File: src/rtl/distlaw_sweep_ctrl.sv
// ---------------------------------------------------------------------------
// distlaw_sweep_ctrl
//
// Purpose: clocked exhaustive-sweep checker for two combinational networks
// that are expected to be logically equivalent (e.g. a&(b|c) vs (a&b)|(a&c)).
// Each input vector 0 .. 2^N_IN-1 is driven on vec, held for SETTLE_CYC
// cycles, then the two network outputs are compared for one cycle.
// Mismatches are counted and the first failing vector is captured.
//
// Parameters:
//   N_IN       - number of network inputs (sweep covers 2^N_IN vectors)
//   SETTLE_CYC - cycles each vector is held before sampling (0..15)
//
// Optional build macro:
//   STOP_ON_FAIL_EN - when defined, the first mismatch ends the sweep
//                     (done pulses, pass=0, vec holds the failing vector).
//
// Ports:
//   clk            in   system clock, rising edge
//   rst            in   asynchronous active-high reset
//   start          in   one-cycle request to begin a sweep (ignored if busy)
//   abort          in   stop a running sweep, return to IDLE without done
//   vec            out  vector driven to both networks (MSB = a)
//   lhs            in   output of network A
//   rhs            in   output of network B
//   busy           out  high while a sweep is running
//   done           out  one-cycle pulse when a sweep completes
//   pass           out  1 if the completed sweep found no mismatch
//   mismatch_cnt   out  number of mismatching vectors (never wraps)
//   fail_valid     out  a failing vector has been captured
//   first_fail_vec out  first vector on which lhs != rhs
// ---------------------------------------------------------------------------
module distlaw_sweep_ctrl #(
    parameter int N_IN       = 3,
    parameter int SETTLE_CYC = 2
) (
    input  logic            clk,
    input  logic            rst,
    input  logic            start,
    input  logic            abort,
    output logic [N_IN-1:0] vec,
    input  logic            lhs,
    input  logic            rhs,
    output logic            busy,
    output logic            done,
    output logic            pass,
    output logic [N_IN:0]   mismatch_cnt,
    output logic            fail_valid,
    output logic [N_IN-1:0] first_fail_vec
);

    localparam logic [N_IN-1:0] VEC_LAST    = '1;
    localparam logic [3:0]      SETTLE_LOAD = 4'(SETTLE_CYC);
    // With no settle window a vector goes straight from IDLE/SAMPLE to SAMPLE.
    localparam bit              NO_SETTLE   = (SETTLE_CYC == 0);

    typedef enum logic [1:0] {
        S_IDLE   = 2'd0,
        S_SETTLE = 2'd1,
        S_SAMPLE = 2'd2,
        S_DONE   = 2'd3
    } state_t;

    state_t          r_state;
    state_t          w_state_nxt;
    logic [3:0]      r_settle;
    logic            w_mis;
    logic            w_sample;
    logic            w_busy_nxt;
    logic            w_done_nxt;
    logic [N_IN:0]   w_cnt_nxt;

    assign w_mis = lhs ^ rhs;

    // ---------------- state register ----------------
    always_ff @(posedge clk or posedge rst) begin
        if (rst) r_state <= S_IDLE;
        else     r_state <= w_state_nxt;
    end

    // ---------------- next-state logic ----------------
    always_comb begin
        w_state_nxt = r_state;
        case (r_state)
            S_IDLE: begin
                if (start) w_state_nxt = NO_SETTLE ? S_SAMPLE : S_SETTLE;
            end
            S_SETTLE: begin
                if (abort)              w_state_nxt = S_IDLE;
                else if (r_settle <= 4'd1) w_state_nxt = S_SAMPLE;
            end
            S_SAMPLE: begin
                if (abort) begin
                    w_state_nxt = S_IDLE;
`ifdef STOP_ON_FAIL_EN
                end else if (w_mis) begin
                    w_state_nxt = S_DONE;
`endif
                end else if (vec == VEC_LAST) begin
                    w_state_nxt = S_DONE;
                end else begin
                    w_state_nxt = NO_SETTLE ? S_SAMPLE : S_SETTLE;
                end
            end
            default: w_state_nxt = S_IDLE;
        endcase
    end

    // ---------------- output / datapath next values ----------------
    always_comb begin
        // abort outranks the compare, so an aborted SAMPLE is never counted.
        w_sample   = (r_state == S_SAMPLE) && !abort;
        w_busy_nxt = (w_state_nxt == S_SETTLE) || (w_state_nxt == S_SAMPLE);
        w_done_nxt = (w_state_nxt == S_DONE);
        w_cnt_nxt  = mismatch_cnt;
        if (w_sample && w_mis) w_cnt_nxt = mismatch_cnt + (N_IN+1)'(1);
    end

    // ---------------- registered outputs ----------------
    always_ff @(posedge clk or posedge rst) begin
        if (rst) begin
            vec            <= '0;
            r_settle       <= '0;
            busy           <= 1'b0;
            done           <= 1'b0;
            pass           <= 1'b0;
            mismatch_cnt   <= '0;
            fail_valid     <= 1'b0;
            first_fail_vec <= '0;
        end else begin
            busy <= w_busy_nxt;
            done <= w_done_nxt;
            case (r_state)
                S_IDLE: begin
                    if (start) begin
                        vec            <= '0;
                        r_settle       <= SETTLE_LOAD;
                        pass           <= 1'b0;
                        mismatch_cnt   <= '0;
                        fail_valid     <= 1'b0;
                        first_fail_vec <= '0;
                    end
                end
                S_SETTLE: begin
                    if (abort) pass <= 1'b0;
                    else       r_settle <= r_settle - 4'd1;
                end
                S_SAMPLE: begin
                    if (abort) begin
                        pass <= 1'b0;
                    end else begin
                        mismatch_cnt <= w_cnt_nxt;
                        if (w_mis && !fail_valid) begin
                            first_fail_vec <= vec;
                            fail_valid     <= 1'b1;
                        end
                        // Pass uses the count including this final sample.
                        if (w_state_nxt == S_DONE) begin
                            pass <= (w_cnt_nxt == '0);
                        end else begin
                            vec      <= vec + N_IN'(1);
                            r_settle <= SETTLE_LOAD;
                        end
                    end
                end
                default: ;
            endcase
        end
    end

endmodule

File: config.mk
export PLATFORM = sky130hd
export DESIGN_NAME = distlaw_sweep_ctrl
export DESIGN_NICKNAME = d
export VERILOG_FILES = /design/src/rtl/distlaw_sweep_ctrl.sv
export SDC_FILE = /design/constraint.sdc
export NUM_CORES = 1
export LEC_CHECK = 0
export ABC_AREA = 1
export BUFFER_PORTS_ARGS = -buffer_cell sky130_fd_sc_hd__buf_4
export CORE_ASPECT_RATIO = 1.1
export CORE_MARGIN = 2
export CORE_UTILIZATION = 45
export CTS_BUF_LIST = sky130_fd_sc_hd__clkbuf_4 sky130_fd_sc_hd__clkbuf_8
export CTS_CLUSTER_DIAMETER = 60
export CTS_CLUSTER_SIZE = 25
export DETAILED_ROUTE_END_ITERATION = 8
export PLACE_DENSITY = 0.66
export SYNTH_ARGS = -nofsm -noshare
export SYNTH_HDL_FRONTEND = slang
export SYNTH_SLANG_ARGS = --single-unit
File: constraint.sdc
create_clock -name clk -period 3.88 [get_ports clk]
set_input_delay 0.388 -clock clk [delete_from_list [all_inputs] [get_ports clk]]
set_output_delay 0.388 -clock clk [all_outputs]
set_load 0.005 [all_outputs]
After elaboration in Yosys (flattened, before gate mapping)

Cells that the tools add are included.

Register bits after elaboration: 20
Output and inout bits: 14

$add $sub $neg: 3
Magnitude comparators: 1
Equality and inequality tests: 13
Multiplexer cells: 30
Bitwise logic cells: 1
Reduce and logical (&&, ||, !) cells: 15

Operators by type and width:

| kind                  | count |
|---|---|
| $mux W4               | 7 |
| $mux W3               | 5 |
| $pmux W3 S2           | 2 |
| $pmux W4 S3           | 1 |
| $reduce_and A4 Y1     | 3 |
| $mux W2               | 5 |
| $ne A2 B2 Y1 const B  | 5 |
| $pmux W4 S2           | 1 |
| $eq A2 B2 Y1 const B  | 3 |
| $mux W1               | 6 |
| $pmux W2 S3           | 1 |
| $reduce_and A5 Y1     | 1 |
| $add A4 B1 Y4 const B | 1 |
| $eq A2 B1 Y1 const B  | 2 |
| $le A4 B1 Y1 const B  | 1 |
| $logic_not A4 Y1      | 1 |
| $sub A4 B1 Y4 const B | 1 |
| $add A3 B1 Y3 const B | 1 |
| $eq A3 B3 Y1 const B  | 1 |
| $logic_and A1 B1 Y1   | 3 |
| $ne A3 B3 Y1 const B  | 1 |
| $pmux W1 S3           | 1 |
| $reduce_and A3 Y1     | 1 |
| $reduce_bool A3 Y1    | 1 |
| 7 further kinds       | 8 |

Logic depth before layout (Yosys ltp)

Depth in word-level cells: 8
Mapped depth: 12
Depth with buffers taken out: 12

Worst setup path after synthesis

Ideal clock, no wire load.

Kind: register to register
From: reg r_settle[0]
To: reg r_settle[0]
Library setup time: 0.121 ns
Arrival time: 1.636 ns
Path slack: 2.123 ns
Stages on the path, launching flop included: 12
Buffers on the path: 0
Period minus slack after synthesis: 1.757 ns
Path through: dfrtp_1 inv_1 ha_1 o21ai_0 o21ai_0 ha_1 nand2_1 nand2_2 a21oi_2 nand2_4 nand2_1 o21ai_2

Longest elaborated chain between the ends: 7
Elaborated cells on any way between the ends: 10

Ends and longest elaborated chain:

| element                     | line | RTL |
|---|---|---|
| start, declared             | 66   | `logic [3:0] r_settle;` |
| start signal, assigned      | 146  | `else r_settle <= r_settle - 4'd1;` |
| $le A4 B1 Y1                | 90   | `else if (r_settle <= 4'd1) w_state_nxt = S_SAMPLE;` |
| $mux W2                     | 90   |  |
| $mux W2                     | 89   | `if (abort) w_state_nxt = S_IDLE;` |
| $pmux W2 S3                 | 84   | `case (r_state)` |
| net w_state_nxt[1]          | 65   | `state_t w_state_nxt;` |
| $eq A2 B2 Y1                | -    |  |
| net w_done_nxt              | 70   | `logic w_done_nxt;` |
| $ne A2 B2 Y1 (no line)      | -    |  |
| $reduce_and A5 Y1 (no line) | -    |  |

The timed path passes the listed nets, and every way through them passes these cells. The select of a mux whose other input is x is not followed.
A chain may end at the register's enable or synchronous reset.

Final worst setup path

Ends and elaborated chain as after synthesis.

==> results.ini <==
[run_status]
status = finished, final reports clean

[pwr]
power_density_nw_per_um2 = 461.1
sw_frac_of_total = 0.3778
clock_power_share = 0.196
seq_power_share = 0.452
power_frac_comb = 0.353
p_sw_mw = 0.2363
intPower_mw = 0.3891
p_leak_nw = 0.7242
irDropWorstVdd_v = 0.0003502

[clock_tree]
cts_root_buffer = clkbuf_4
cts_sinks = 20
cts_resized = 0
numCtsBuffers = 3
clkLatencyLatePin_ns = 0.30
cts_tree = yes
cts_hold_buf = 0
clockBufferDepth = 2
cts.clk_slew.worst_paths_ns = 0.11
post-cts-setup-buffers = 0
htreeDepth = 1

[synth]
synthDistinctLibCells = 24
yosysWarnings = 0
synth_edf_count = 0
synth_top_flop_cell = dfrtp_1
syn_avg_cell_area_um2 = 8.191
synth_seq_cells = 20
netlist_instances = 139
synth_area_leaders = dfrtp_1 44%, nand2_1 13%, inv_1 8.2%
synth_fp_nets = 151
ys_seq_area_frac = 0.4396
synth_top_cell_by_area = dfrtp_1
synth-async-reset-ratio = 1.000
syn-cell-area_um2 = 1139
synth_top_area_share = 0.4396

[worst_setup_path]
end_kind = flop
r2r_cells = 11
worst-setup-path-type = flop to flop
critPathRequiredTime_ns = 4.08
cp.arrival_ns = 2.14
cp-start-kind = flop
cp_max_fo = 6

[sta]
relSlewSlack = 0.5079
setup-tns-final_ns = 0
slew_viol_final = 0
fmax_mhz = 517.2
whs_ns = 0.1963
tightest_slew_ns = 0.7373
finClkSkew_ns = 0.002237
hold_viol = 0
post-route-period-util = 0.4983
setup_viol = 0
min_period_ns = 1.933
rsz0062_at_grt = no

[floorplanning]
coreArea_um2 = 2449
die_area_um2 = 2949
die_w_um = 51.96
start_util = 0.4650
io_pins = 20
die_y_um = 56.76
fp-row-count = 19

[grt]
overflow = 0
track_usage = 0.1732
grt_pass1_vias = 915
antenna_found_initial = 0
grt_max_degree = 21
grt_pass1_wl_um = 3891

[routing]
firstDrtPassIters = 4
drc = 0
drt_iter0_drc = 19
dr_total_vias = 919
vias_per_cell = 4.762
wl_per_cell_um = 11.21
routed_wl_um = 2164
drtAntennaViolNets = 0

[cells_and_area]
fillers = 224
num_antenna_cells = 0
nets = 175
regArea_um2 = 500.5
multi_input_area_um2 = 536.8
syn_to_final_growth_pct = 19.12
drive_above_1_share = 0.2469

[placed_design]
dpl.hpwl_um = 1688
port_buffers = 19
gp_routability_congestion = 0.7707

[job]
drv_cap = 0

[min_path]
hold_class = primary input to async pin

state kept, by name, indices dropped and copies added (netlist names):
| register | count |
|---|---|
| vec | 3 |
| r_state | 2 |
| fail_valid | 1 |
| first_fail_vec | 3 |
| r_settle | 4 |
| done | 1 |
| busy | 1 |
| pass | 1 |
| mismatch_cnt | 4 |
area by class of cell:
cell class / instances / area share
clock buffers: 4 / 0.02675
multi-input cells: 92 / 0.3958
well taps: 31 / 0.02860
repair buffers: 19 / 0.1052
inverters: 27 / 0.07472
flip-flops and latches: 20 / 0.3690
kinds of logic after synthesis:
logic type | count (synthesis) | share of synthesized area
flops | 20 | 0.4396
buf+inv | 27 | 0.08901
fa+ha+maj | 6 | 0.06593
simple gates | 63 | 0.2615
compound gates | 22 | 0.1363
xor+xnor | 1 | 0.007694
per-stage QoR:
step / total power, mW / std cells / setup slack (ns) / util / instance area (um^2)
detailed placement: 0.5070 / 189 / 1.872 / 0.5391 / 1320
CTS: 0.6294 / 193 / 1.936 / 0.5539 / 1356
global route: 0.6775 / 193 / 1.700 / 0.5539 / 1356
finish: 0.6254 / 193 / 1.947 / 0.5539 / 1356
floorplan: 0.4470 / 139 / 2.123 / - / 1139
global placement: 0.5043 / 189 / 1.932 / 0.5391 / 1320
cell usage after synthesis (2+ instances only):
cell type	n
o21ai_0	6
nand2_2	2
nand2_1	40
inv_1	25
nor2_2	3
ha_1	6
nand4_1	3
a21oi_2	3
nor2_1	3
o21ai_1	2
o22ai_1	7
dfrtp_1	20
nand3_1	7
inv_2	2
worst max-delay path, cell delays in order, from the launching register on:
cell	delay, ns
dfrtp_1	0.44
inv_1	0.06
ha_1	0.21
o21ai_0	0.23
o21ai_0	0.14
ha_1	0.23
nand2_1	0.09
nand2_2	0.06
a21oi_2	0.15
nand2_4	0.09
nand2_1	0.08
o21ai_2	0.05
layer usage:
layer | GRT usage | part of all wire | up-vias
li1 | - | - | 492
met4 | 0.06767 | 0.020 | 0
met2 | 0.2839 | 0.48 | 18
met3 | 0.02394 | 0.035 | 5
met5 | 0 | 0 | -
met1 | 0.2266 | 0.47 | 404
power by group through the flow:
stage | sequential [mW] | combinational, mW | clock (mW)
3_3_place_gp | 0.286 | 0.219 | 0
2_1_floorplan | 0.279 | 0.168 | 0
6_report | 0.282 | 0.221 | 0.122
3_5_place_dp | 0.285 | 0.222 | 0
5_1_grt | 0.288 | 0.254 | 0.136
4_1_cts | 0.282 | 0.224 | 0.124
layout by cell type (no fill, tap or decap), drive strengths merged:
cell type,netlist,routed
o21ai,9,9
or2,1,1
dfrtp,20,20
nor2,7,7
ha,6,6
nand2,43,43
inv,27,27
xor2,1,1
a22oi,1,1
clkbuf,0,4
nand3,8,8
o21bai,1,1
o22ai,7,7
buf,0,19
a21oi,4,4
nand4,3,3
nor3,1,1
path summary, 6_finish.rpt:
path | startpoint | slack (ns) | endpoint
setup reg to reg | r_settle[0] | 1.95 | r_settle[0]
max in group asynchronous | rst | 3.22 | pass
setup / recovery | r_settle[0] | 1.95 | r_settle[0]
hold / removal | rst | 0.20 | first_fail_vec[1]
min in group clk | start | 0.36 | r_state[0]
hold reg to reg | first_fail_vec[1] | 0.54 | first_fail_vec[1]
(Power assumes the default switching activity.)
